===== src/rtl/bip_debug_if.sv =====
// Byte-stream, program-memory and CPU-control bundle between the debug sequencer
// and its surroundings (UART byte streams, program memory, CPU core).
//   rx_data/rx_valid   command and payload bytes from the host
//   tx_data/tx_valid   report bytes towards the host, tx_ready accepts
//   prog_*             program-memory write port
//   cpu_en/cpu_reset   CPU clock enable and reset
//   instr/pc/acc       CPU fetch word, program counter and accumulator
// master: the sequencer view; slave: the view of the surrounding system.
interface bip_debug_if #(
    parameter int unsigned ADDR_W = 11,
    parameter int unsigned DATA_W = 16
);
    logic [7:0]        rx_data;
    logic              rx_valid;
    logic [7:0]        tx_data;
    logic              tx_valid;
    logic              tx_ready;
    logic              prog_we;
    logic [ADDR_W-1:0] prog_addr;
    logic [DATA_W-1:0] prog_wdata;
    logic              cpu_en;
    logic              cpu_reset;
    logic [DATA_W-1:0] instr;
    logic [ADDR_W-1:0] pc;
    logic [DATA_W-1:0] acc;

    modport master (
        input  rx_data, rx_valid, tx_ready, instr, pc, acc,
        output tx_data, tx_valid, prog_we, prog_addr, prog_wdata, cpu_en, cpu_reset
    );

    modport slave (
        output rx_data, rx_valid, tx_ready, instr, pc, acc,
        input  tx_data, tx_valid, prog_we, prog_addr, prog_wdata, cpu_en, cpu_reset
    );
endinterface


===== src/rtl/bip_debug_ctrl.sv =====
// Host-side sequencer for the accumulator CPU. Decodes byte commands from the RX
// stream: 'L' loads program words, 'R' runs to HLT, 'S' single-steps. Every run or
// step ends with a 6-byte big-endian report {pc, acc, cycle count} on the TX stream.
//   clk     system clock, rising edge
//   reset   asynchronous, active-high
//   bus     bip_debug_if master view (rx/tx byte streams, program write port,
//           CPU enable/reset, CPU fetch/pc/acc observation)
// cpu_en is the only combinational output; everything else leaves a flop.
module bip_debug_ctrl #(
    parameter int unsigned ADDR_W = 11,
    parameter int unsigned DATA_W = 16,
    parameter int unsigned CNT_W  = 16
) (
    input  logic        clk,
    input  logic        reset,
    bip_debug_if.master bus
);

    localparam int unsigned OP_W   = 5;
    localparam int unsigned FLD_W  = 16;
    localparam int unsigned RPT_W  = 3 * FLD_W;
    localparam logic [7:0]  CMD_LOAD  = 8'h4C;
    localparam logic [7:0]  CMD_RUN   = 8'h52;
    localparam logic [7:0]  CMD_STEP  = 8'h53;
    localparam logic [2:0]  LAST_BYTE = 3'd5;

    typedef enum logic [2:0] {
        IDLE,
        LOAD_HI,
        LOAD_LO,
        WRITE,
        RUN,
        STEP,
        REPORT
    } state_t;

    state_t             state_q, state_d;
    logic               entry_q, entry_d;
    logic               halted_q, halted_d;
    logic               armed_q, armed_d;
    logic               cpu_reset_q, cpu_reset_d;
    logic [CNT_W-1:0]   cnt_q, cnt_d;
    logic [ADDR_W-1:0]  addr_q, addr_d;
    logic [DATA_W-1:0]  wdata_q, wdata_d;
    logic               we_q, we_d;
    logic               tx_valid_q, tx_valid_d;
    logic [7:0]         tx_data_q, tx_data_d;
    logic [2:0]         idx_q, idx_d;
    logic [RPT_W-1:0]   snap_q, snap_d;

    logic [OP_W-1:0]    opcode;
    logic               cpu_en_c;
    logic [RPT_W-1:0]   live_rpt;
    logic [5:0]         byte_sh;
    logic               unused_instr;

    assign opcode       = bus.instr[DATA_W-1 -: OP_W];
    assign unused_instr = ^bus.instr[DATA_W-OP_W-1:0];

    // Report image taken from the live CPU state; zero-extends the pc field
    assign live_rpt = {FLD_W'(bus.pc), FLD_W'(bus.acc), FLD_W'(cnt_q)};

    // Bit offset of report byte idx_q counted from the MSB end
    assign byte_sh = 6'(6'd40 - {idx_q, 3'b000});

    // The first cycle of RUN/STEP lets the CPU leave reset; no instruction then
    assign cpu_en_c = ((state_q == RUN) || (state_q == STEP)) && !entry_q && !halted_q
                      && armed_q && !cpu_reset_q && (opcode != '0);

    assign bus.cpu_en     = cpu_en_c;
    assign bus.cpu_reset  = cpu_reset_q;
    assign bus.prog_we    = we_q;
    assign bus.prog_addr  = addr_q;
    assign bus.prog_wdata = wdata_q;
    assign bus.tx_valid   = tx_valid_q;
    assign bus.tx_data    = tx_data_q;

    // State and datapath registers
    always_ff @(posedge clk or posedge reset) begin
        if (reset) begin
            state_q     <= IDLE;
            entry_q     <= 1'b0;
            halted_q    <= 1'b0;
            armed_q     <= 1'b0;
            cpu_reset_q <= 1'b1;
            cnt_q       <= '0;
            addr_q      <= '0;
            wdata_q     <= '0;
            we_q        <= 1'b0;
            tx_valid_q  <= 1'b0;
            tx_data_q   <= '0;
            idx_q       <= '0;
            snap_q      <= '0;
        end else begin
            state_q     <= state_d;
            entry_q     <= entry_d;
            halted_q    <= halted_d;
            armed_q     <= armed_d;
            cpu_reset_q <= cpu_reset_d;
            cnt_q       <= cnt_d;
            addr_q      <= addr_d;
            wdata_q     <= wdata_d;
            we_q        <= we_d;
            tx_valid_q  <= tx_valid_d;
            tx_data_q   <= tx_data_d;
            idx_q       <= idx_d;
            snap_q      <= snap_d;
        end
    end

    // Next-state and next-register logic
    always_comb begin
        state_d     = state_q;
        entry_d     = 1'b0;
        halted_d    = halted_q;
        armed_d     = armed_q;
        cpu_reset_d = cpu_reset_q;
        cnt_d       = cnt_q;
        addr_d      = addr_q;
        wdata_d     = wdata_q;
        we_d        = 1'b0;
        tx_valid_d  = tx_valid_q;
        tx_data_d   = tx_data_q;
        idx_d       = idx_q;
        snap_d      = snap_q;

        case (state_q)
            IDLE: begin
                if (bus.rx_valid) begin
                    case (bus.rx_data)
                        CMD_LOAD: begin
                            state_d     = LOAD_HI;
                            addr_d      = '0;
                            cnt_d       = '0;
                            halted_d    = 1'b0;
                            armed_d     = 1'b0;
                            cpu_reset_d = 1'b1;
                        end
                        CMD_RUN, CMD_STEP: begin
                            state_d     = (bus.rx_data == CMD_RUN) ? RUN : STEP;
                            entry_d     = 1'b1;
                            armed_d     = 1'b1;
                            cpu_reset_d = 1'b0;
                        end
                        default: ;
                    endcase
                end
            end

            LOAD_HI: begin
                if (bus.rx_valid) begin
                    wdata_d = DATA_W'({bus.rx_data, wdata_q[7:0]});
                    state_d = LOAD_LO;
                end
            end

            LOAD_LO: begin
                if (bus.rx_valid) begin
                    wdata_d = DATA_W'({wdata_q[15:8], bus.rx_data});
                    we_d    = 1'b1;
                    state_d = WRITE;
                end
            end

            // The write strobe is high during this state; HLT or the top address ends the load
            WRITE: begin
                if ((wdata_q == '0) || (addr_q == '1)) begin
                    state_d = IDLE;
                end else begin
                    addr_d  = addr_q + ADDR_W'(1);
                    state_d = LOAD_HI;
                end
            end

            RUN: begin
                if (entry_q) begin
                    if (halted_q) begin
                        state_d = REPORT;
                    end
                end else if (opcode == '0) begin
                    halted_d = 1'b1;
                    state_d  = REPORT;
                end
            end

            STEP: begin
                if (entry_q) begin
                    if (halted_q) begin
                        state_d = REPORT;
                    end
                end else begin
                    if (opcode == '0) begin
                        halted_d = 1'b1;
                    end
                    state_d = REPORT;
                end
            end

            // Byte 0 is offered straight from the live image while it is snapshotted
            REPORT: begin
                if (!tx_valid_q) begin
                    tx_valid_d = 1'b1;
                    if (idx_q == '0) begin
                        snap_d    = live_rpt;
                        tx_data_d = live_rpt[RPT_W-1 -: 8];
                    end else begin
                        tx_data_d = 8'(snap_q >> byte_sh);
                    end
                end else if (bus.tx_ready) begin
                    tx_valid_d = 1'b0;
                    if (idx_q == LAST_BYTE) begin
                        idx_d   = '0;
                        state_d = IDLE;
                    end else begin
                        idx_d = idx_q + 3'd1;
                    end
                end
            end

            default: state_d = IDLE;
        endcase

        // Executed-cycle counter, saturating
        if (cpu_en_c && (cnt_q != '1)) begin
            cnt_d = cnt_q + CNT_W'(1);
        end
    end

endmodule


===== src/flat_wrapper.sv =====
// flat-port wrapper written by rule: the top's interface ports become plain ports
module bip_debug_ctrl_flat 
#(
    parameter int unsigned ADDR_W = 11,
    parameter int unsigned DATA_W = 16,
    parameter int unsigned CNT_W  = 16
)
  (clk, reset, bus_rx_data, bus_rx_valid, bus_tx_ready, bus_instr, bus_pc, bus_acc, bus_tx_data, bus_tx_valid, bus_prog_we, bus_prog_addr, bus_prog_wdata, bus_cpu_en, bus_cpu_reset);
  bip_debug_if #(.ADDR_W(ADDR_W), .DATA_W(DATA_W)) bus_i ();
  input  logic clk;
  input  logic reset;
  input wire logic [$bits(bus_i.rx_data)-1:0] bus_rx_data;
  input wire logic [$bits(bus_i.rx_valid)-1:0] bus_rx_valid;
  input wire logic [$bits(bus_i.tx_ready)-1:0] bus_tx_ready;
  input wire logic [$bits(bus_i.instr)-1:0] bus_instr;
  input wire logic [$bits(bus_i.pc)-1:0] bus_pc;
  input wire logic [$bits(bus_i.acc)-1:0] bus_acc;
  output wire logic [$bits(bus_i.tx_data)-1:0] bus_tx_data;
  output wire logic [$bits(bus_i.tx_valid)-1:0] bus_tx_valid;
  output wire logic [$bits(bus_i.prog_we)-1:0] bus_prog_we;
  output wire logic [$bits(bus_i.prog_addr)-1:0] bus_prog_addr;
  output wire logic [$bits(bus_i.prog_wdata)-1:0] bus_prog_wdata;
  output wire logic [$bits(bus_i.cpu_en)-1:0] bus_cpu_en;
  output wire logic [$bits(bus_i.cpu_reset)-1:0] bus_cpu_reset;
  assign bus_i.rx_data = bus_rx_data;
  assign bus_i.rx_valid = bus_rx_valid;
  assign bus_i.tx_ready = bus_tx_ready;
  assign bus_i.instr = bus_instr;
  assign bus_i.pc = bus_pc;
  assign bus_i.acc = bus_acc;
  assign bus_tx_data = bus_i.tx_data;
  assign bus_tx_valid = bus_i.tx_valid;
  assign bus_prog_we = bus_i.prog_we;
  assign bus_prog_addr = bus_i.prog_addr;
  assign bus_prog_wdata = bus_i.prog_wdata;
  assign bus_cpu_en = bus_i.cpu_en;
  assign bus_cpu_reset = bus_i.cpu_reset;
  bip_debug_ctrl #(.ADDR_W(ADDR_W), .DATA_W(DATA_W), .CNT_W(CNT_W)) u_core (.clk(clk), .reset(reset), .bus(bus_i));
endmodule

===== config.mk =====
export PLATFORM = sky130hd
export DESIGN_NAME = bip_debug_ctrl_flat
export DESIGN_NICKNAME = d
export VERILOG_FILES = /design/src/rtl/bip_debug_if.sv /design/src/rtl/bip_debug_ctrl.sv /design/src/flat_wrapper.sv
export SDC_FILE = /design/constraint.sdc
export NUM_CORES = 1
export LEC_CHECK = 0
export CAP_MARGIN = 40
export CORE_ASPECT_RATIO = 0.6
export CORE_UTILIZATION = 53
export DETAILED_ROUTE_END_ITERATION = 8
export GPL_ROUTABILITY_DRIVEN = 0
export PLACE_DENSITY = 0.91
export SLEW_MARGIN = 20
export SYNTH_ARGS = -nofsm -noshare
export SYNTH_HDL_FRONTEND = slang
export SYNTH_SLANG_ARGS = --single-unit
export TNS_END_PERCENT = 20

===== constraint.sdc =====
create_clock -name clk -period 8.85 [get_ports clk]
set_input_delay 0.885 -clock clk [delete_from_list [all_inputs] [get_ports clk]]
set_output_delay 0.885 -clock clk [all_outputs]
set_load 0.03 [all_outputs]

==> summary.txt <==
Outcome
  – Status: complete, but fails checks
  – Failing checks: design-rule violations

Synth
  – Post-Syn Nets: 482
  – Area contributors post-synth: dfrtp_1 52%, mux2_2 14%, nand3_1 2.1%
  – Synth Warn #: 0
  – Synth top area share: 52.5%
  – Seq/Total Area, Yosys: 53.0%
  – Synth unique cells: 54
  – Async set-reset flop share out of synthesis: 100%
  – Main synth FF type: dfrtp_1
  – Leading area contributor after synthesis: dfrtp_1
  – Flops & latches, synth: 103
  – Synthesized area per cell: 11.4 sq um
  – Gate Count Post-Synth: 425
  – Netlist Area Pre-Place: 4860 sq um
  – Post-synth EDFFs: 0

CTS
  – Clk Latency, worst-skew pair: 0.35 ns
  – Reg clk slew, reported paths: 0.07 ns
  – CTS Hold Bufs: 0
  – Clock Sink Count: 103
  – TritonCTS clock tree: yes
  – CTS max path bufs: 2
  – Post-CTS Resized: 0
  – Setup repair bufs after CTS: 0
  – Root Driver: clkbuf_16
  – H-tree Lvls: 3
  – CTS Buf Count: 9

Placement
  – Placed Area: 5800 sq um
  – Inst Count DP: 602
  – # port buffers: 82
  – Detailed Place HPWL: 8470 um

Route
  – Via count: 3819
  – Metal-1 WL: 5310 um
  – Final WL: 11900 um
  – Antenna-violating nets left: 0
  – Drt drc: 8
  – Metal3 WL: 822 um
  – WL/cell: 19.3 um
  – DR top layer: met4
  – Met2 WL: 5620 um
  – Initial DRC count: 329
  – First-pass iteration count of the detailed router: 7
  – Via/cell ratio: 6.17

Layout
  – Most frequent cells in the layout: 102 x dfrtp_1, 82 x clkdlybuf4s50_1, 60 x mux2_2, 26 x nand2_1, 26 x nor2_1
  – Fin cells: 619
  – Final #Nets: 559
  – Design Area, Final: 6120 sq um
  – Antenna diode count: 0
  – Commonest non-fill, non-tap cell in the layout: dfrtp_1
  – Layout cell share with drive strength beyond 1: 18.7%
  – P&R area growth vs syn: 25.8%

Timing
  – Slew Viols, Final: 0
  – Rel. slew slack: 52.8%
  – Final Critical Period: 3.81 ns
  – RSZ-0062 raised after global routing: no
  – Crit share post-route: 43.0%
  – Setup TNS: 0 ns
  – Final hold slack: 0.501 ns
  – Worst-Margin Slew: 0.706 ns
  – Max Fclk: 263 MHz
  – Final Hold Fails: 0
  – Setup-failing EPs final: 0
  – Clock Skews: 0.00921 ns

GRT
  – Total grt overflow: 0
  – Total Routing Usage GR: 26.1%
  – First-pass GRT wire length: 19300 um
  – Initial antenna violation count: 0
  – Largest net degree at the start of global routing: 50
  – Vias in the first global route: 3746

Floorplanning
  – Initial Util: 55.8%
  – DIE HEIGHT: 76.2 um
  – Row Count: 26
  – Die ar.: 9580 sq um
  – Ports: 94
  – Core Area: 8720 sq um
  – DIE WIDTH: 126 um

Critical path
  – CP endpoint kind: output port
  – CP Launch Type: primary input
  – Critical path peak fanout: 3
  – Kind of critical path: primary input to output port
  – Worst Path Arrival: 2.92 ns
  – Worst path required time: 7.97 ns

Power and ir drop
  – P_leak: 2.69 nW
  – Power per cell area: 242 nW/um^2
  – Max VDD drop: 0.000136 V

Hold path
  – Worst hold path class: flip-flop to flip-flop

Run
  – Max Cap Viol: 0
-- cells in the mapped netlist (all sizes together), types with 6 or more instances --
master and instances:
dfrtp 102, nand2 26, nor4 6, mux2 60, clkbuf 15, and4 6, buf 6, nor2 28
a21oi 11, inv 10, o22ai 7, and3 10, o21ai 13, nor3 13, a211o 7, mux2i 6
nand4 11, nand3 22
-- layer usage --
| metal | up-vias | track usage, % |
|---|---|---|
| met5 | - | 0 |
| met2 | 154 | 39.6 |
| met1 | 1911 | 37.7 |
| met3 | 18 | 6.11 |
| li1 | 1736 | - |
| met4 | 0 | 7.68 |
-- final cells by class --
class	count	area, sq um
timing repair buffer	87	895
fill	583	2600
sequential	103	2580
clock buffer	11	243
tap	112	140
clock inverter	5	63.8
inverter	10	40.0
multi-input combinational	291	2160
-- metrics by stage --
stage          utilization, %  setup WS (ns)  total power (W)
2_1_floorplan               -           5.26         0.000880
3_3_place_gp             66.0           5.07          0.00105
3_5_place_dp             66.5           5.06          0.00108
4_1_cts                  70.0           5.05          0.00149
5_1_grt                  70.2           5.00          0.00154
6_report                 70.2           5.04          0.00148
-- power breakdown --
group	internal (W)	total (W)	switching (W)
registers	0.000543	0.000632	0.0000887
clock network	0.000230	0.000403	0.000174
logic	0.000204	0.000446	0.000242
total	0.000977	0.00148	0.000504
-- critical path: stages --
cell and delay, ns:
clkdlybuf4s50_1 0.40, or4_1 0.60, o21ba_2 0.26, and2_1 0.16, clkdlybuf4s50_1 0.61
-- final timing paths --
kind | endpoint | depth (start not counted) | slack, ns | startpoint
max in group asynchronous | u_core.bus.cpu_reset$_DFFE_PP1P_ | 4 | 6.93 | reset
min in group asynchronous | u_core.bus.prog_wdata[9]$_DFFE_PP0P_ | 2 | 0.87 | reset
max | bus_cpu_en | 5 | 5.04 | bus_instr[11]
max reg2reg | u_core.cnt_q[3]$_DFFE_PP0P_ | 6 | 6.30 | u_core.cnt_q[0]$_DFFE_PP0P_
min | u_core.bus.tx_data[7]$_DFFE_PP0P_ | 2 | 0.50 | u_core.bus.tx_data[7]$_DFFE_PP0P_
min reg2reg | u_core.bus.tx_data[7]$_DFFE_PP0P_ | 2 | 0.50 | u_core.bus.tx_data[7]$_DFFE_PP0P_
-- cells by family after synthesis --
family	synth area share (%)
simple gates	16.7
flops	53.0
mux	17.0
compound gates	9.24
buf+inv	2.60
xor+xnor	0.900
fa+ha+maj	0.514
-- state kept, by name (all words and copies together) (netlist names), 3 cells and up --
name,flops
u_core.cnt_q,16
u_core.bus.prog_wdata,16
u_core.bus.prog_addr,11
u_core.snap_q,40
u_core.idx_q,3
u_core.state_q,3
u_core.bus.tx_data,8
Note: power is estimated with default switching activity, not from simulation.
